File: src/rtl/uart_rx_pkg.sv
// Shared definitions for the UART receiver: FSM state encoding, parity-type
// constants and the data-length clamp.
package uart_rx_pkg;

   typedef enum logic [2:0] {
      IDLE,
      START,
      DATA,
      PARITY,
      STOP,
      BRK_WAIT
   } rx_state_e;

   localparam logic PAR_EVEN = 1'b0;
   localparam logic PAR_ODD  = 1'b1;

   localparam int BCNT_W = 4;

   function automatic logic [3:0] clamp_len(input logic [3:0] len, input int dw_max);
      if (len < 4'd5) return 4'd5;
      if (int'(len) > dw_max) return 4'(dw_max);
      return len;
   endfunction

endpackage

File: src/rtl/uart_rx_sampler.sv
// Bit-timing engine: edge counter (0..P-1), bit counter and 3-point majority
// vote around mid-bit; strobes bit_done_o at edge P-1.
module uart_rx_sampler
   import uart_rx_pkg::*;
#(
   parameter int PRE_W = 6
) (
   input  logic              clk,
   input  logic              rst_i,
   input  logic              rx_i,
   input  logic              run_i,
   input  logic              start_i,
   input  logic [PRE_W-1:0]  prescale_i,
   output logic              bit_o,
   output logic              bit_done_o,
   output logic [BCNT_W-1:0] bit_cnt_o
);

   logic [PRE_W-1:0]  ecnt_q, ecnt_d;
   logic [BCNT_W-1:0] bcnt_q, bcnt_d;
   logic              s0_q, s0_d, s1_q, s1_d, maj_q, maj_d;
   logic [PRE_W-1:0]  half;
   logic              at_s0, at_s1, at_s2, at_last, maj_now;

   assign half    = prescale_i >> 1;
   assign at_s0   = run_i && (ecnt_q == half - PRE_W'(1));
   assign at_s1   = run_i && (ecnt_q == half);
   assign at_s2   = run_i && (ecnt_q == half + PRE_W'(1));
   assign at_last = run_i && (ecnt_q == prescale_i - PRE_W'(1));
   assign maj_now = (s0_q & s1_q) | (s0_q & rx_i) | (s1_q & rx_i);

   // For P=4 the third sample and the decision share a cycle, so the vote
   // is taken combinationally there and held in maj_q otherwise.
   assign bit_o      = at_s2 ? maj_now : maj_q;
   assign bit_done_o = at_last;
   assign bit_cnt_o  = bcnt_q;

   always_comb begin
      ecnt_d = ecnt_q;
      bcnt_d = bcnt_q;
      s0_d   = at_s0 ? rx_i : s0_q;
      s1_d   = at_s1 ? rx_i : s1_q;
      maj_d  = at_s2 ? maj_now : maj_q;
      if (!run_i) begin
         // The detection cycle is edge 0 of the start bit.
         ecnt_d = start_i ? PRE_W'(1) : '0;
         bcnt_d = '0;
      end else if (at_last) begin
         ecnt_d = '0;
         bcnt_d = bcnt_q + BCNT_W'(1);
      end else begin
         ecnt_d = ecnt_q + PRE_W'(1);
      end
   end

   always_ff @(posedge clk or posedge rst_i) begin
      if (rst_i) begin
         ecnt_q <= '0;
         bcnt_q <= '0;
         s0_q   <= 1'b0;
         s1_q   <= 1'b0;
         maj_q  <= 1'b0;
      end else begin
         ecnt_q <= ecnt_d;
         bcnt_q <= bcnt_d;
         s0_q   <= s0_d;
         s1_q   <= s1_d;
         maj_q  <= maj_d;
      end
   end

endmodule

File: src/rtl/uart_rx_ctrl.sv
// UART receive controller: frame FSM, shift register, parity check, break
// detection and result/pulse registers around the bit sampler.
module uart_rx_ctrl
   import uart_rx_pkg::*;
#(
   parameter int DW_MAX = 9,
   parameter int PRE_W  = 6
) (
   input  logic              clk,
   input  logic              ARST,
   input  logic              RX_IN,
   input  logic [PRE_W-1:0]  Prescale,
   input  logic [3:0]        DATA_LEN,
   input  logic              PAR_EN,
   input  logic              PAR_TYP,
   input  logic              STOP2,
   output logic [DW_MAX-1:0] P_DATA,
   output logic              data_valid,
   output logic              par_err,
   output logic              stp_err,
   output logic              strt_glitch,
   output logic              brk_det,
   output logic              rx_busy
);

   rx_state_e         state_q, state_d;
   logic [PRE_W-1:0]  pre_q, pre_d, pre_eff;
   logic [3:0]        len_q, len_d;
   logic              par_en_q, par_en_d, par_typ_q, par_typ_d, stop2_q, stop2_d;
   logic [DW_MAX-1:0] shreg_q, shreg_d, pdata_q, pdata_d;
   logic              par_acc_q, par_acc_d, par_bad_q, par_bad_d, par_bit_q, par_bit_d;
   logic              stp_bad_q, stp_bad_d, stop_sec_q, stop_sec_d;
   logic              dv_q, dv_d, pe_q, pe_d, se_q, se_d;
   logic              glitch_now, brk_now;
   logic              detect, run, samp_bit, bit_done;
   logic [BCNT_W-1:0] bit_cnt;

   assign detect  = (state_q == IDLE) && !RX_IN;
   assign run     = state_q inside {START, DATA, PARITY, STOP};
   assign pre_eff = (state_q == IDLE) ? Prescale : pre_q;

   uart_rx_sampler #(.PRE_W(PRE_W)) u_sampler (
      .clk        (clk),
      .rst_i      (ARST),
      .rx_i       (RX_IN),
      .run_i      (run),
      .start_i    (detect),
      .prescale_i (pre_eff),
      .bit_o      (samp_bit),
      .bit_done_o (bit_done),
      .bit_cnt_o  (bit_cnt)
   );

   always_comb begin
      state_d    = state_q;
      pre_d      = pre_q;
      len_d      = len_q;
      par_en_d   = par_en_q;
      par_typ_d  = par_typ_q;
      stop2_d    = stop2_q;
      shreg_d    = shreg_q;
      par_acc_d  = par_acc_q;
      par_bad_d  = par_bad_q;
      par_bit_d  = par_bit_q;
      stp_bad_d  = stp_bad_q;
      stop_sec_d = stop_sec_q;
      pdata_d    = pdata_q;
      dv_d       = 1'b0;
      pe_d       = 1'b0;
      se_d       = 1'b0;
      glitch_now = 1'b0;
      brk_now    = 1'b0;
      case (state_q)
         IDLE: begin
            if (!RX_IN) begin
               state_d    = START;
               pre_d      = Prescale;
               len_d      = clamp_len(DATA_LEN, DW_MAX);
               par_en_d   = PAR_EN;
               par_typ_d  = PAR_TYP ? PAR_ODD : PAR_EVEN;
               stop2_d    = STOP2;
               shreg_d    = '0;
               par_acc_d  = 1'b0;
               par_bad_d  = 1'b0;
               par_bit_d  = 1'b0;
               stp_bad_d  = 1'b0;
               stop_sec_d = 1'b0;
            end
         end
         START: begin
            if (bit_done) begin
               if (samp_bit) begin
                  glitch_now = 1'b1;
                  state_d    = IDLE;
               end else begin
                  state_d = DATA;
               end
            end
         end
         DATA: begin
            if (bit_done) begin
               for (int i = 0; i < DW_MAX; i++)
                  if (bit_cnt == BCNT_W'(i + 1)) shreg_d[i] = samp_bit;
               par_acc_d = par_acc_q ^ samp_bit;
               if (bit_cnt == len_q) state_d = par_en_q ? PARITY : STOP;
            end
         end
         PARITY: begin
            if (bit_done) begin
               par_bit_d = samp_bit;
               par_bad_d = samp_bit ^ par_acc_q ^ (par_typ_q == PAR_ODD);
               state_d   = STOP;
            end
         end
         STOP: begin
            if (bit_done) begin
               // A line held low through the first stop bit is a break, not a framing error.
               if (!stop_sec_q && !samp_bit && (shreg_q == '0) && !(par_en_q && par_bit_q)) begin
                  brk_now = 1'b1;
                  state_d = BRK_WAIT;
               end else if (!stop_sec_q && stop2_q) begin
                  stop_sec_d = 1'b1;
                  stp_bad_d  = !samp_bit;
               end else begin
                  state_d = IDLE;
                  pe_d    = par_bad_q;
                  se_d    = stp_bad_q | !samp_bit;
                  dv_d    = !(par_bad_q | stp_bad_q | !samp_bit);
                  if (dv_d) pdata_d = shreg_q;
               end
            end
         end
         BRK_WAIT: begin
            if (RX_IN) state_d = IDLE;
         end
         default: state_d = IDLE;
      endcase
   end

   always_ff @(posedge clk or posedge ARST) begin
      if (ARST) begin
         state_q    <= IDLE;
         pre_q      <= '0;
         len_q      <= 4'd5;
         par_en_q   <= 1'b0;
         par_typ_q  <= PAR_EVEN;
         stop2_q    <= 1'b0;
         shreg_q    <= '0;
         par_acc_q  <= 1'b0;
         par_bad_q  <= 1'b0;
         par_bit_q  <= 1'b0;
         stp_bad_q  <= 1'b0;
         stop_sec_q <= 1'b0;
         pdata_q    <= '0;
         dv_q       <= 1'b0;
         pe_q       <= 1'b0;
         se_q       <= 1'b0;
      end else begin
         state_q    <= state_d;
         pre_q      <= pre_d;
         len_q      <= len_d;
         par_en_q   <= par_en_d;
         par_typ_q  <= par_typ_d;
         stop2_q    <= stop2_d;
         shreg_q    <= shreg_d;
         par_acc_q  <= par_acc_d;
         par_bad_q  <= par_bad_d;
         par_bit_q  <= par_bit_d;
         stp_bad_q  <= stp_bad_d;
         stop_sec_q <= stop_sec_d;
         pdata_q    <= pdata_d;
         dv_q       <= dv_d;
         pe_q       <= pe_d;
         se_q       <= se_d;
      end
   end

   assign P_DATA      = pdata_q;
   assign data_valid  = dv_q;
   assign par_err     = pe_q;
   assign stp_err     = se_q;
   assign strt_glitch = glitch_now;
   assign brk_det     = brk_now;
   assign rx_busy     = (state_q != IDLE);

endmodule

File: config.mk
export PLATFORM = sky130hd
export DESIGN_NAME = uart_rx_ctrl
export DESIGN_NICKNAME = d
export VERILOG_FILES = /design/src/rtl/uart_rx_pkg.sv /design/src/rtl/uart_rx_sampler.sv /design/src/rtl/uart_rx_ctrl.sv
export SDC_FILE = /design/constraint.sdc
export NUM_CORES = 1
export LEC_CHECK = 0
export CAP_MARGIN = 40
export CORE_ASPECT_RATIO = 0.9
export CORE_UTILIZATION = 46
export CTS_BUF_LIST = sky130_fd_sc_hd__clkbuf_4 sky130_fd_sc_hd__clkbuf_8
export DETAILED_ROUTE_END_ITERATION = 8
export MAX_ROUTING_LAYER = met4
export PLACE_DENSITY = 0.76
export SYNTH_ARGS = -nofsm -noshare
export SYNTH_HDL_FRONTEND = slang
export SYNTH_SLANG_ARGS = --single-unit
export TNS_END_PERCENT = 1
File: constraint.sdc
create_clock -name clk -period 8.35 [get_ports clk]
set_input_delay 1.2525 -clock clk [delete_from_list [all_inputs] [get_ports clk]]
set_output_delay 1.2525 -clock clk [all_outputs]
set_load 0.02 [all_outputs]
==> metrics.md <==
| Metric | Value |
|---|---|
| R2R Path End | `P_DATA[6]` |
| Tmin final | `around 6600 ps` |
| Initial drt markers | `about 200` |
| Reg2Reg Setup Slack | `3450 ps` |
| Site Rows | `28` |
| Synth Area in Simple Gates | `0.219` |
| Mapped cell area | `~0.0033 mm²` |
| Number of global-route vias before repair | `2636` |
| WP depth | `12` |
| First-pass GRT wire length | `12.8 mm` |
| Starting Density | `0.489` |
| Cells after DPL | `roughly 470` |
| Core Util, Final | `0.559` |
| Setup bufs post-CTS | `0` |
| RSZ-0062 raised after global routing | `false` |
| Slew @ Worst Pin | `~700 ps` |
| Part of the cycle the worst path needs | `0.787` |
| Post-synth EDFFs | `0` |
| R2R cell count | `12` |
| Commonest cells after routing, fill and taps aside | `nand2_1, dfrtp_1, clkdlybuf4s50_1` |
| Synthesized Nets | `approximately 400` |
| Synth Instances | `approximately 370` |
| Gpl congestion | `slightly below 1` |
| Dominant cell type by area after synthesis | `dfrtp_1` |
| Fillers | `just over 600` |
| Crit path from | `Prescale[2]` |
| Final ANT Viol Nets | `0` |
| Die area | `approximately 0.0075 mm²` |
| DR vias | `approximately 2700` |
| Yosys reg bits | `55` |
| Die W | `between 90 and 100 µm` |
| DRT Pass-1 Iters | `4` |
| WP data arrival | `5320 ps` |
| Hold WS | `approximately 510 ps` |
| Final wirelength | `around 7.4 mm` |
| CTS Hold Buffers Added | `0` |
| Synth Area per Inst | `approximately 9 µm²` |
| Post-synthesis adder-cell area fraction | `0.0333` |
| Worst slew margin | `0.533` |
| Most common cell after layout, fill and taps aside | `nand2_1` |
| Slowest Stage Delay on Critical Path | `roughly 630 ps` |
| Synth top area cells | `dfrtp_1, nand2_1, xnor2_1, mux2_2, mux2i_1` |
| Total gr overflow | `0` |
| Yosys warns | `0` |
| Placed cell areas | `between 0.003 and 0.004 mm²` |
| Gr usage total | `0.218` |
| Avg WL per Cell | `roughly 15 µm` |
| Detailed-placement wirelength estimate | `approximately 5.4 mm` |
| Crit Path Class | `in2out` |
| Layout cells sized above 1 | `0.0848` |
| Pin count of the biggest net entering global routing | `56` |
| Post-route cell area | `~0.0038 mm²` |
| Setup TNS | `0 ps` |
| Worst ir drop on vdd | `around 0.00017 V` |
| Sequential Area | `0.00138 mm²` |
| Footprint of the multi-input gates | `0.00182 mm²` |
| Worst-path clk slew | `approximately 90 ps` |
| Initial antenna violation count | `0` |
| CP max stage cell | `nor2_1` |
| Seq/Total Area, Yosys | `0.417` |
| Final nets | `412` |
| Synth cell types | `60` |
| Max-slew violations | `0` |
| Layout Skew | `approximately 7.4 ps` |
| CTS root buffer | `clkbuf_8` |
| Setup-failing EPs final | `0` |
| CP Data Required Time | `just over 7000 ps` |
| Worst-path cell chain | `clkdlybuf4s50_1, mux2i_1, ha_1, nor4b_1, xnor2_1, mux2i_1, xnor2_1, nand4_1, nor2_1, nand3_1, nor2_1, clkdlybuf4s50_1` |
| Cts bufs inserted | `5` |
| H-tree Lvls | `2` |
| Maxcap violations | `0` |
| Status | `finished, final reports clean` |
| Final Hold Vio Count | `0` |
| Combinational family with the most area after synthesis | `simple AND/OR/NAND/NOR gates` |
| Die Ht | `82.5 µm` |
| CTS Buffer Depth | `2` |
| R2R Path Start | `state_q[2]` |
| Placeable Area | `between 0.006 and 0.007 mm²` |
| CTS resizes | `0` |
| Port buffer count | `30` |
| Layout Cells excl Fill | `479` |
| Post-synthesis compound-gate area fraction | `0.132` |
| Setup crit end kind | `primary output` |
| Synth top area share | `0.401` |
| CTS tree | `yes` |
| P_leak | `roughly 1.7 nW` |
| Post-route DRC | `0` |
| Area grow syn2layout | `14.3%` |
| Critical-path maximum fanout | `10` |
| Buffer and inverter count on the worst path | `2` |
| Async set-reset flop share out of synthesis | `1.00` |
| Crit path to | `brk_det` |
| DR vias/cell | `about 5.7` |
| PwrDens | `approximately 320 mW/mm²` |
| Multiplexer area fraction after synthesis | `0.0779` |
| Fmax | `about 0.15 GHz` |
| Worst setup SP type | `input pin` |
| Worst-skew pair later-pin latency | `roughly 310 ps` |
| Type of the most critical hold path | `reg2reg` |
| CP top delay family | `simple AND/OR/NAND/NOR gates` |
| Synth Flop Type | `dfrtp_1` |
| XOR/XNOR Fraction of Synth Area | `0.0847` |
| Clk sink count | `55` |
| Diodes inserted | `0` |
| I/O pin count | `31` |
cells in the mapped netlist, drive strengths merged, types with 2 or more instances:
library cell and n:
buf 5, nand4 4, nor2b 4, xor2 10, nor4b 4, and3 2
nor3 14, inv 12, xnor2 22, or2 2, a21oi 14, ha 8
nand2 59, dfstp 2, nor4 4, o211ai 2, dfrtp 53, a31oi 3
nand2b 2, nor3b 4, or3 2, o21bai 2, o31ai 4, and2 2
mux2 11, o21ai 31, a21boi 2, mux2i 13, nor2 22, nand3 14
clkbuf 12
power breakdown:
group | switching (W) | total, W | internal, W
Clock | 0.0000888 | 0.000183 | 0.0000940
Combinational | 0.000359 | 0.000613 | 0.000254
Sequential | 0.0000916 | 0.000422 | 0.000331
Total | 0.000539 | 0.00122 | 0.000679
area by class of cell:
class                      count  share of cell area
inverter                      12              0.0119
multi-input combinational    282               0.480
sequential                    55               0.365
clock buffer                   6              0.0202
clock inverter                 2              0.0103
tap                           90              0.0298
timing repair buffer          32              0.0834
logic make-up after synthesis:
| family | after synthesis |
|---|---|
| XOR/XNOR | 32 |
| multiplexers | 24 |
| adder cells (fa/ha/maj) | 9 |
| AO/OA/AOI/OAI | 71 |
| AND/OR/NAND/NOR | 146 |
| buffers and inverters | 29 |
| flip-flops | 55 |
worst min-delay path by stage:
stage	from	end	slack, ps	cells past startpoint
floorplan	stop2_q	stop2_q	440	2
global placement	len_q[2]	len_q[2]	480	2
detailed placement	len_q[3]	len_q[3]	490	2
CTS	P_DATA[3]	P_DATA[3]	520	1
global route	P_DATA[1]	P_DATA[1]	530	1
finish	len_q[3]	len_q[3]	510	2
per-stage QoR:
stage / setup WS [ps] / power (W)
after floorplan: 3390 / 0.000888
after global placement: 2020 / 0.00101
after detailed placement: 1860 / 0.00103
after CTS: 1810 / 0.00122
after global routing: 1430 / 0.00131
final: 1780 / 0.00122
worst reg2reg max path: cells and delay by family, from the launching register on:
family / cells / cell delay (ps)
mux: 3 / 1020
flops: 1 / 640
xor+xnor: 2 / 320
fa+ha+maj: 1 / 340
simple gates: 5 / 2260
buf+inv: 1 / 220
registers in the layout, indices dropped and copies added, names as in the netlist:
signal and flops:
P_DATA 9, data_valid 1, len_q 4, par_acc_q 1, par_bad_q 1, par_bit_q 1, par_en_q 1, par_err 1
par_typ_q 1, pre_q 6, shreg_q 9, state_q 3, stop2_q 1, stop_sec_q 1, stp_bad_q 1, stp_err 1
u_sampler.bit_cnt_o 4, u_sampler.ecnt_q 6, u_sampler.maj_q 1, u_sampler.s0_q 1, u_sampler.s1_q 1
routing by layer:
layer | vias to the layer above | track usage | part of all wire
li1 | 1337 | - | -
met1 | 1312 | 0.300 | 0.51
met2 | 56 | 0.341 | 0.45
met3 | 7 | 0.0330 | 0.031
met4 | 0 | 0.0556 | 0.0083
met5 | - | - | 0
Power figures use the tool's default switching activity.
